--- src/rtl/uart_rx_fifo_if.sv ---
// uart_rx_fifo_if: byte-stream interface between uart_rx, the receive FIFO and its consumer.
// Revision: 1.0
`default_nettype none

interface uart_rx_fifo_if #(
  parameter int ADDR_W = 4
);
  logic [7:0]      rx_data;
  logic            rx_ready;
  logic            rx_error;
  logic            clear;
  logic [7:0]      out_data;
  logic            out_valid;
  logic            out_ready;
  logic [ADDR_W:0] level;
  logic            full;
  logic            overflow;
  logic            frame_err;

  modport master (
    output rx_data, rx_ready, rx_error, clear, out_ready,
    input  out_data, out_valid, level, full, overflow, frame_err
  );

  modport slave (
    input  rx_data, rx_ready, rx_error, clear, out_ready,
    output out_data, out_valid, level, full, overflow, frame_err
  );
endinterface

`default_nettype wire

--- src/rtl/uart_rx_fifo.sv ---
// uart_rx_fifo: first-word-fall-through receive FIFO with sticky overflow/framing status.
// Revision: 1.0
`default_nettype none

module uart_rx_fifo #(
  parameter int DEPTH  = 16,
  parameter int ADDR_W = 4
) (
  input  logic         clk,
  input  logic         reset_n,
  uart_rx_fifo_if.slave bus
);

  localparam logic [ADDR_W:0] C_DEPTH = (ADDR_W+1)'(DEPTH);

  logic [7:0]        r_mem [DEPTH];
  logic [ADDR_W-1:0] r_wr_ptr;
  logic [ADDR_W-1:0] r_rd_ptr;
  logic [ADDR_W:0]   r_level;
  logic              r_overflow;
  logic              r_frame_err;

  logic w_valid;
  logic w_full;
  logic w_pop;
  logic w_push;

  assign w_valid = (r_level != '0);
  assign w_full  = (r_level == C_DEPTH);
  assign w_pop   = w_valid & bus.out_ready;
  // A pop frees a slot in the same edge, so a full FIFO can still accept.
  assign w_push  = bus.rx_ready & (~w_full | w_pop);

  always_ff @(posedge clk) begin
    if (reset_n && !bus.clear && w_push) begin
      r_mem[r_wr_ptr] <= bus.rx_data;
    end
  end

  always_ff @(posedge clk) begin
    if (!reset_n) begin
      r_wr_ptr    <= '0;
      r_rd_ptr    <= '0;
      r_level     <= '0;
      r_overflow  <= 1'b0;
      r_frame_err <= 1'b0;
    end else if (bus.clear) begin
      r_wr_ptr    <= '0;
      r_rd_ptr    <= '0;
      r_level     <= '0;
      r_overflow  <= 1'b0;
      r_frame_err <= 1'b0;
    end else begin
      if (w_push) begin
        r_wr_ptr <= r_wr_ptr + 1'b1;
      end
      if (w_pop) begin
        r_rd_ptr <= r_rd_ptr + 1'b1;
      end
      case ({w_push, w_pop})
        2'b10:   r_level <= r_level + 1'b1;
        2'b01:   r_level <= r_level - 1'b1;
        default: r_level <= r_level;
      endcase
      if (bus.rx_ready && !w_push) begin
        r_overflow <= 1'b1;
      end
      if (bus.rx_error) begin
        r_frame_err <= 1'b1;
      end
    end
  end

  assign bus.out_valid = w_valid;
  assign bus.full      = w_full;
  assign bus.level     = r_level;
  assign bus.overflow  = r_overflow;
  assign bus.frame_err = r_frame_err;
  assign bus.out_data  = w_valid ? r_mem[r_rd_ptr] : 8'h00;

endmodule

`default_nettype wire
--- src/flat_wrapper.sv ---
// flat-port wrapper written by rule: the top's interface ports become plain ports
module uart_rx_fifo_flat 
#(
  parameter int DEPTH  = 16,
  parameter int ADDR_W = 4
)
  (clk, reset_n, bus_rx_data, bus_rx_ready, bus_rx_error, bus_clear, bus_out_ready, bus_out_data, bus_out_valid, bus_level, bus_full, bus_overflow, bus_frame_err);
  uart_rx_fifo_if #(.ADDR_W(ADDR_W)) bus_i ();
  input  logic clk;
  input  logic reset_n;
  input wire logic [$bits(bus_i.rx_data)-1:0] bus_rx_data;
  input wire logic [$bits(bus_i.rx_ready)-1:0] bus_rx_ready;
  input wire logic [$bits(bus_i.rx_error)-1:0] bus_rx_error;
  input wire logic [$bits(bus_i.clear)-1:0] bus_clear;
  input wire logic [$bits(bus_i.out_ready)-1:0] bus_out_ready;
  output wire logic [$bits(bus_i.out_data)-1:0] bus_out_data;
  output wire logic [$bits(bus_i.out_valid)-1:0] bus_out_valid;
  output wire logic [$bits(bus_i.level)-1:0] bus_level;
  output wire logic [$bits(bus_i.full)-1:0] bus_full;
  output wire logic [$bits(bus_i.overflow)-1:0] bus_overflow;
  output wire logic [$bits(bus_i.frame_err)-1:0] bus_frame_err;
  assign bus_i.rx_data = bus_rx_data;
  assign bus_i.rx_ready = bus_rx_ready;
  assign bus_i.rx_error = bus_rx_error;
  assign bus_i.clear = bus_clear;
  assign bus_i.out_ready = bus_out_ready;
  assign bus_out_data = bus_i.out_data;
  assign bus_out_valid = bus_i.out_valid;
  assign bus_level = bus_i.level;
  assign bus_full = bus_i.full;
  assign bus_overflow = bus_i.overflow;
  assign bus_frame_err = bus_i.frame_err;
  uart_rx_fifo #(.DEPTH(DEPTH), .ADDR_W(ADDR_W)) u_core (.clk(clk), .reset_n(reset_n), .bus(bus_i));
endmodule
--- config.mk ---
export PLATFORM = sky130hd
export DESIGN_NAME = uart_rx_fifo_flat
export DESIGN_NICKNAME = d
export VERILOG_FILES = /design/src/rtl/uart_rx_fifo_if.sv /design/src/rtl/uart_rx_fifo.sv /design/src/flat_wrapper.sv
export SDC_FILE = /design/constraint.sdc
export NUM_CORES = 1
export LEC_CHECK = 0
export CORE_AREA = 2 2 150 108
export CTS_CLUSTER_SIZE = 16
export DETAILED_ROUTE_END_ITERATION = 8
export DIE_AREA = 0 0 152 110
export SLEW_MARGIN = 20
export SYNTH_ARGS = -nofsm -noshare
export SYNTH_HDL_FRONTEND = slang
export SYNTH_SLANG_ARGS = --single-unit
--- constraint.sdc ---
create_clock -name clk -period 2.23 [get_ports clk]
set_clock_uncertainty 0.1 [all_clocks]
set_input_delay 0.3345 -clock clk [delete_from_list [all_inputs] [get_ports clk]]
set_output_delay 0.3345 -clock clk [all_outputs]
set_load 0.01 [all_outputs]
Yosys cells after proc, flatten, opt, wreduce, memory -nomap -nowiden
Memories as Yosys holds them, arrays and structs flattened. A register that Yosys moved wholly into a read port is not among the register bits.
Index checks and enable logic that the tools add are counted.
W data, S select, Z words.
Cells by class
  add/sub/neg operators: 4
  equality and inequality tests: 3
  multiplexer cells: 6
  bitwise operators: 5
  reductions and logical operators: 8
Operators by type and width (count)
  $pmux W5 S2: 1
  $add A4 B1 Y4 const B: 2
  $mux W4: 2
  $mux W8: 1
  $add A5 B1 Y5 const B: 1
  $eq A5 B5 Y1 const B: 1
  $reduce_bool A5 Y1: 1
  $sub A5 B1 Y5 const B: 1
  $logic_and A1 B1 Y1: 3
  $and A1 B1 Y1: 2
  $eq A2 B1 Y1 const B: 1
  $eq A2 B2 Y1 const B: 1
  $logic_not A1 Y1: 2
  $mux W1: 2
  $not A1 Y1: 2
  $reduce_bool A2 Y1: 1
  $reduce_or A2 Y1: 1
  $or A1 B1 Y1: 1
Storage, ports and cells
  flip-flop bits (word level): 15
  RAM bits: 128
  memories kept: 1
Memories
  u_core.r_mem: depth 16, width 8, read ports 1, clocked after Yosys merged registers in 1, write ports 1, RTL line uart_rx_fifo.sv:16  | logic [7:0] r_mem [DEPTH];

Depth between registers and ports, before layout
  word-level depth: 7
  gate-level depth with buffers: 9
  depth with buffers taken out: 8

Worst setup path before layout
Ideal clock, no wire load.
  path type: reg-to-reg
  start point: register u_core.r_level[0], in the netlist u_core.bus.level[0]
  end point: register u_core.r_level[4], in the netlist u_core.bus.level[4]
  library setup time: 0.074 ns
  data arrival time: 2.350 ns
  data required time: 2.056 ns
  setup slack: -0.294 ns
  stages on the path, launching flop included: 10
  clock period less this slack: 2.524 ns
  cells stage by stage: dfxtp_1 > or4_1 > buf_6 > o21ai_4 > inv_2 > ha_1 > a21oi_1 > a21oi_1 > a311o_1 > a31oi_1
On the way
  word-level cells in the longest chain between the ends: 6
  elaborated cells on any way between the ends: 12
Ends and longest elaborated chain
  start, declared: RTL line uart_rx_fifo.sv:19  | logic [ADDR_W:0] r_level;
  start signal, assigned: RTL line uart_rx_fifo.sv:61  | 2'b10: r_level <= r_level + 1'b1;
  start signal, assigned: RTL line uart_rx_fifo.sv:62  | 2'b01: r_level <= r_level - 1'b1;
  start signal, assigned: RTL line uart_rx_fifo.sv:63  | default: r_level <= r_level;
  $reduce_bool A5 Y1 / $eq A5 B5 Y1 (equally long branches): RTL line uart_rx_fifo.sv:28, uart_rx_fifo.sv:29
  $and A1 B1 Y1 / $not A1 Y1 (equally long branches): RTL line uart_rx_fifo.sv:30, uart_rx_fifo.sv:32
  $or A1 B1 Y1: RTL line uart_rx_fifo.sv:32  | assign w_push = bus.rx_ready & (~w_full | w_pop);
  $and A1 B1 Y1: RTL line uart_rx_fifo.sv:32
  $eq A2 B1 Y1 / $eq A2 B2 Y1 (equally long branches): RTL line uart_rx_fifo.sv:60  | case ({w_push, w_pop})
  $pmux W5 S2 / $reduce_bool A2 Y1 (equally long branches)
Parallel ways exist; a longest one is shown, timed or not.
A chain may end at the register's enable or synchronous reset.

==> summary.txt <==
Synth
  • Top-area cell type share of the netlist area: 0.637
  • Syn Inst Count: 338
  • Synth Flop Type: edfxtp_1
  • Post-synth cell types: 39
  • Synth top area cells: edfxtp_1, mux4_2, dfxtp_1
  • #FFs+latches synth: 147
  • Post-synthesis net count: 361
  • Number of enable flip-flop cells after synthesis: 128
  • Mapped Area: 6030 sq um
  • FFs w/ async S/R, synth: 0
  • Sequential area share after synthesis: 0.700
  • Yosys top cell by area: edfxtp_1
  • Syn Area/Cell: 17.8 sq um
  • Synth warnings: 0

Layout
  • Area Growth Syn to Fin: 32.0%
  • Final #Nets: 454
  • Antenna cells: 0
  • Layout Cells excl Fill: 644
  • Final design utilization: 0.522
  • Share of cells above drive strength 1: 0.405

Clock tree
  • Bufs on Longest Clock Path: 2
  • CTS sink cnt: 147
  • H-tree level count: 4
  • Clock Pin Slew Worst Setup and Hold Paths: 0.06 ns
  • TritonCTS clock tree: yes
  • Clk_lat worst skew: 0.42 ns
  • # hold bufs at CTS: 0
  • Root Driver: clkbuf_16
  • CTS Buf Count: 17

Pwr
  • Power, Total: 6.47 mW
  • Cell internal pwr: 5.16 mW
  • Sw power: 1.31 mW
  • Clock power share: 0.484
  • Max IR drop VDD: 0.000534 V
  • Reg power frac: 0.464
  • Combinational power share: 0.052
  • Pleak: 2.69 nW
  • Pwr/cell area: 812 nW/um^2
  • Sw frac: 0.202

Global routing
  • Vias in the first global route: 3533
  • Total track usage: 0.172
  • GR Overflow Total: 0
  • Initial antenna violation count: 0
  • First-pass GRT wire length: 20800 microns
  • Largest net degree at the start of global routing: 17

Route
  • Router iterations before antenna repair: 4
  • Vias per std cell: 5.30
  • Residual DRC count: 0
  • Antenna Nets Post-Route: 0
  • First DRT Iteration DRCs: 297
  • Wire per inst: 21.0 microns
  • Final wirelength: 13500 microns
  • Via count: 3416

Placed design
  • RePlAce Congestion: 0.833
  • I/O Buffers: 30
  • Detail Placement HPWL: 8580 microns
  • Placed cell count: 605

Timing
  • Count of final setup violators: 12
  • RSZ-0062 raised after global routing: yes
  • Count of pins over their slew limit: 0
  • Tcrit/Tclk final: 1.12
  • Worst-Margin Slew: 0.733 ns
  • Final TNS setup: -2.33 ns
  • Period minus WS final: 2.50 ns
  • FMAX: 0.400 GHz
  • Setup WS post-layout: -0.272 ns
  • Fin Hold WS: 0.387 ns
  • Hold Vio Cnt, Final: 0
  • Max_slew headroom: 0.511

Run status
  • Status: finished, violations left
  • Failing checks: setup timing

Critical path
  • Worst setup path class: flip-flop to output pin
  • Critical Path Start Type: flip-flop
  • CP max-delay cell: mux4_2
  • Crit-path cells: buf_12 > buf_12 > mux4_2 > a211oi_2 > a211oi_2 > buf_2
  • Worst Path Required: 1.80 ns
  • FF-to-FF setup slack: -0.19 ns
  • Worst Path Arrival: 2.07 ns
  • Crit path largest cell delay: 0.53 ns
  • Worst-path maximum fanout: 8
  • Setup crit end kind: output pin

Job
  • Max_cap viols: 0

Floorplanning
  • Num ports: 31
  • Initial Util: 0.395
  • Site row count: 38
  • Die Y: 110 microns
  • Core area: 15300 sq um
  • Die Span X: 152 microns
  • Die area: 16700 sq um

Min path
  • Worst Hold Class: input port to flip-flop
-- routing by layer --
| layer | routed length (microns) | track usage | vias up |
|---|---|---|---|
| met4 | 155 | 0.0607 | 0 |
| met5 | 0 | 0 | - |
| met3 | 834 | 0.0407 | 13 |
| li1 | - | - | 1534 |
| met2 | 6370 | 0.277 | 110 |
| met1 | 6140 | 0.233 | 1759 |
-- cells by family (layout without fill, tap and decap cells) --
logic type / after synthesis / in the layout / share of synthesized area
adders and majority gates: 9 / 9 / 0.0199
buffers and inverters: 23 / 129 / 0.0220
muxes: 45 / 45 / 0.143
AOI/OAI and AO/OA: 36 / 36 / 0.0477
DFF: 147 / 147 / 0.700
xor gates and xnor gates: 5 / 5 / 0.00726
and+or+nand+nor: 73 / 73 / 0.0599
-- cell usage in the layout (no fill, tap or decap), types with 9 or more instances in the layout --
cell type,instances
buf_6,15
edfxtp_1,128
a211oi_2,14
nor2_1,27
clkbuf_16,17
mux2i_1,10
buf_4,40
mux4_2,31
dfxtp_1,15
nor2b_1,9
clkdlybuf4s50_1,20
-- path summary, 6_finish.rpt --
path,to,cells after the start,start
max,bus_out_data[3],6,flip-flop
min,u_core.bus.frame_err,3,bus_rx_error
max reg2reg,u_core.bus.level[4],9,u_core.bus.level[3]
min reg2reg,u_core.bus.frame_err,2,u_core.bus.frame_err
-- Yosys cell counts, types with 2 or more instances --
library cell and n:
mux4_1 3, a211oi_1 17, buf_4 2, xnor2_1 2, o21ai_4 3, dfxtp_1 19
clkbuf_1 7, inv_1 4, ha_1 8, mux2i_1 12, nor2b_1 12, nand4_1 2
buf_6 3, or4_1 3, nor2_1 28, o31ai_1 2, nand2_1 8, nand2b_1 6
a21oi_1 4, nor3_1 7, nand3_1 5, o211ai_1 4, buf_2 4, edfxtp_1 128
mux4_2 29, xor2_1 3
-- worst max-delay path: cells and delay by family (launching register included) --
kind	cells	cell delay, ns
AOI/OAI and AO/OA	2	0.35
buffers and inverters	3	0.42
muxes	1	0.53
DFF	1	0.36
-- layout make-up --
class                   count  area, sq um
well taps                 200          250
fillers                  1207         7300
flip-flops and latches    147         4230
inverters                   5         23.8
multi-input cells         168         1900
repair buffers             92          898
clock inverters            14          224
clock buffers              18          429
-- registers in the layout (all words and copies together) (netlist names), named ones only --
register	flops
u_core.r_wr_ptr	4
u_core.r_mem	128
u_core.bus.overflow	1
u_core.bus.level	5
u_core.r_rd_ptr	4
u_core.bus.frame_err	1
-- through the flow --
stage / cell area, sq um / setup WS (ns)
3_5_place_dp: 6980 / -0.338
4_1_cts: 7880 / -0.292
3_3_place_gp: 6980 / -0.280
6_report: 7960 / -0.272
2_1_floorplan: 6070 / -0.146
5_1_grt: 7960 / -0.358
-- repair_timing --
action,4_1_cts,5_1_grt
cloned,2,0
gates resized for setup,86,15
buffers inserted,5,1
pin swaps,20,10
setup endpoints to repair,12,142
-- power by group through the flow --
stage | Clock (mW) | Combinational, mW | Sequential [mW]
finish | 3.13 | 0.335 | 3.00
global route | 3.29 | 0.361 | 3.00
CTS | 3.17 | 0.327 | 3.00
detailed placement | 0 | 0.280 | 3.06
global placement | 0 | 0.276 | 3.06
floorplan | 0 | 0.123 | 3.07
No activity file was read; power rests on OpenSTA's default activity.
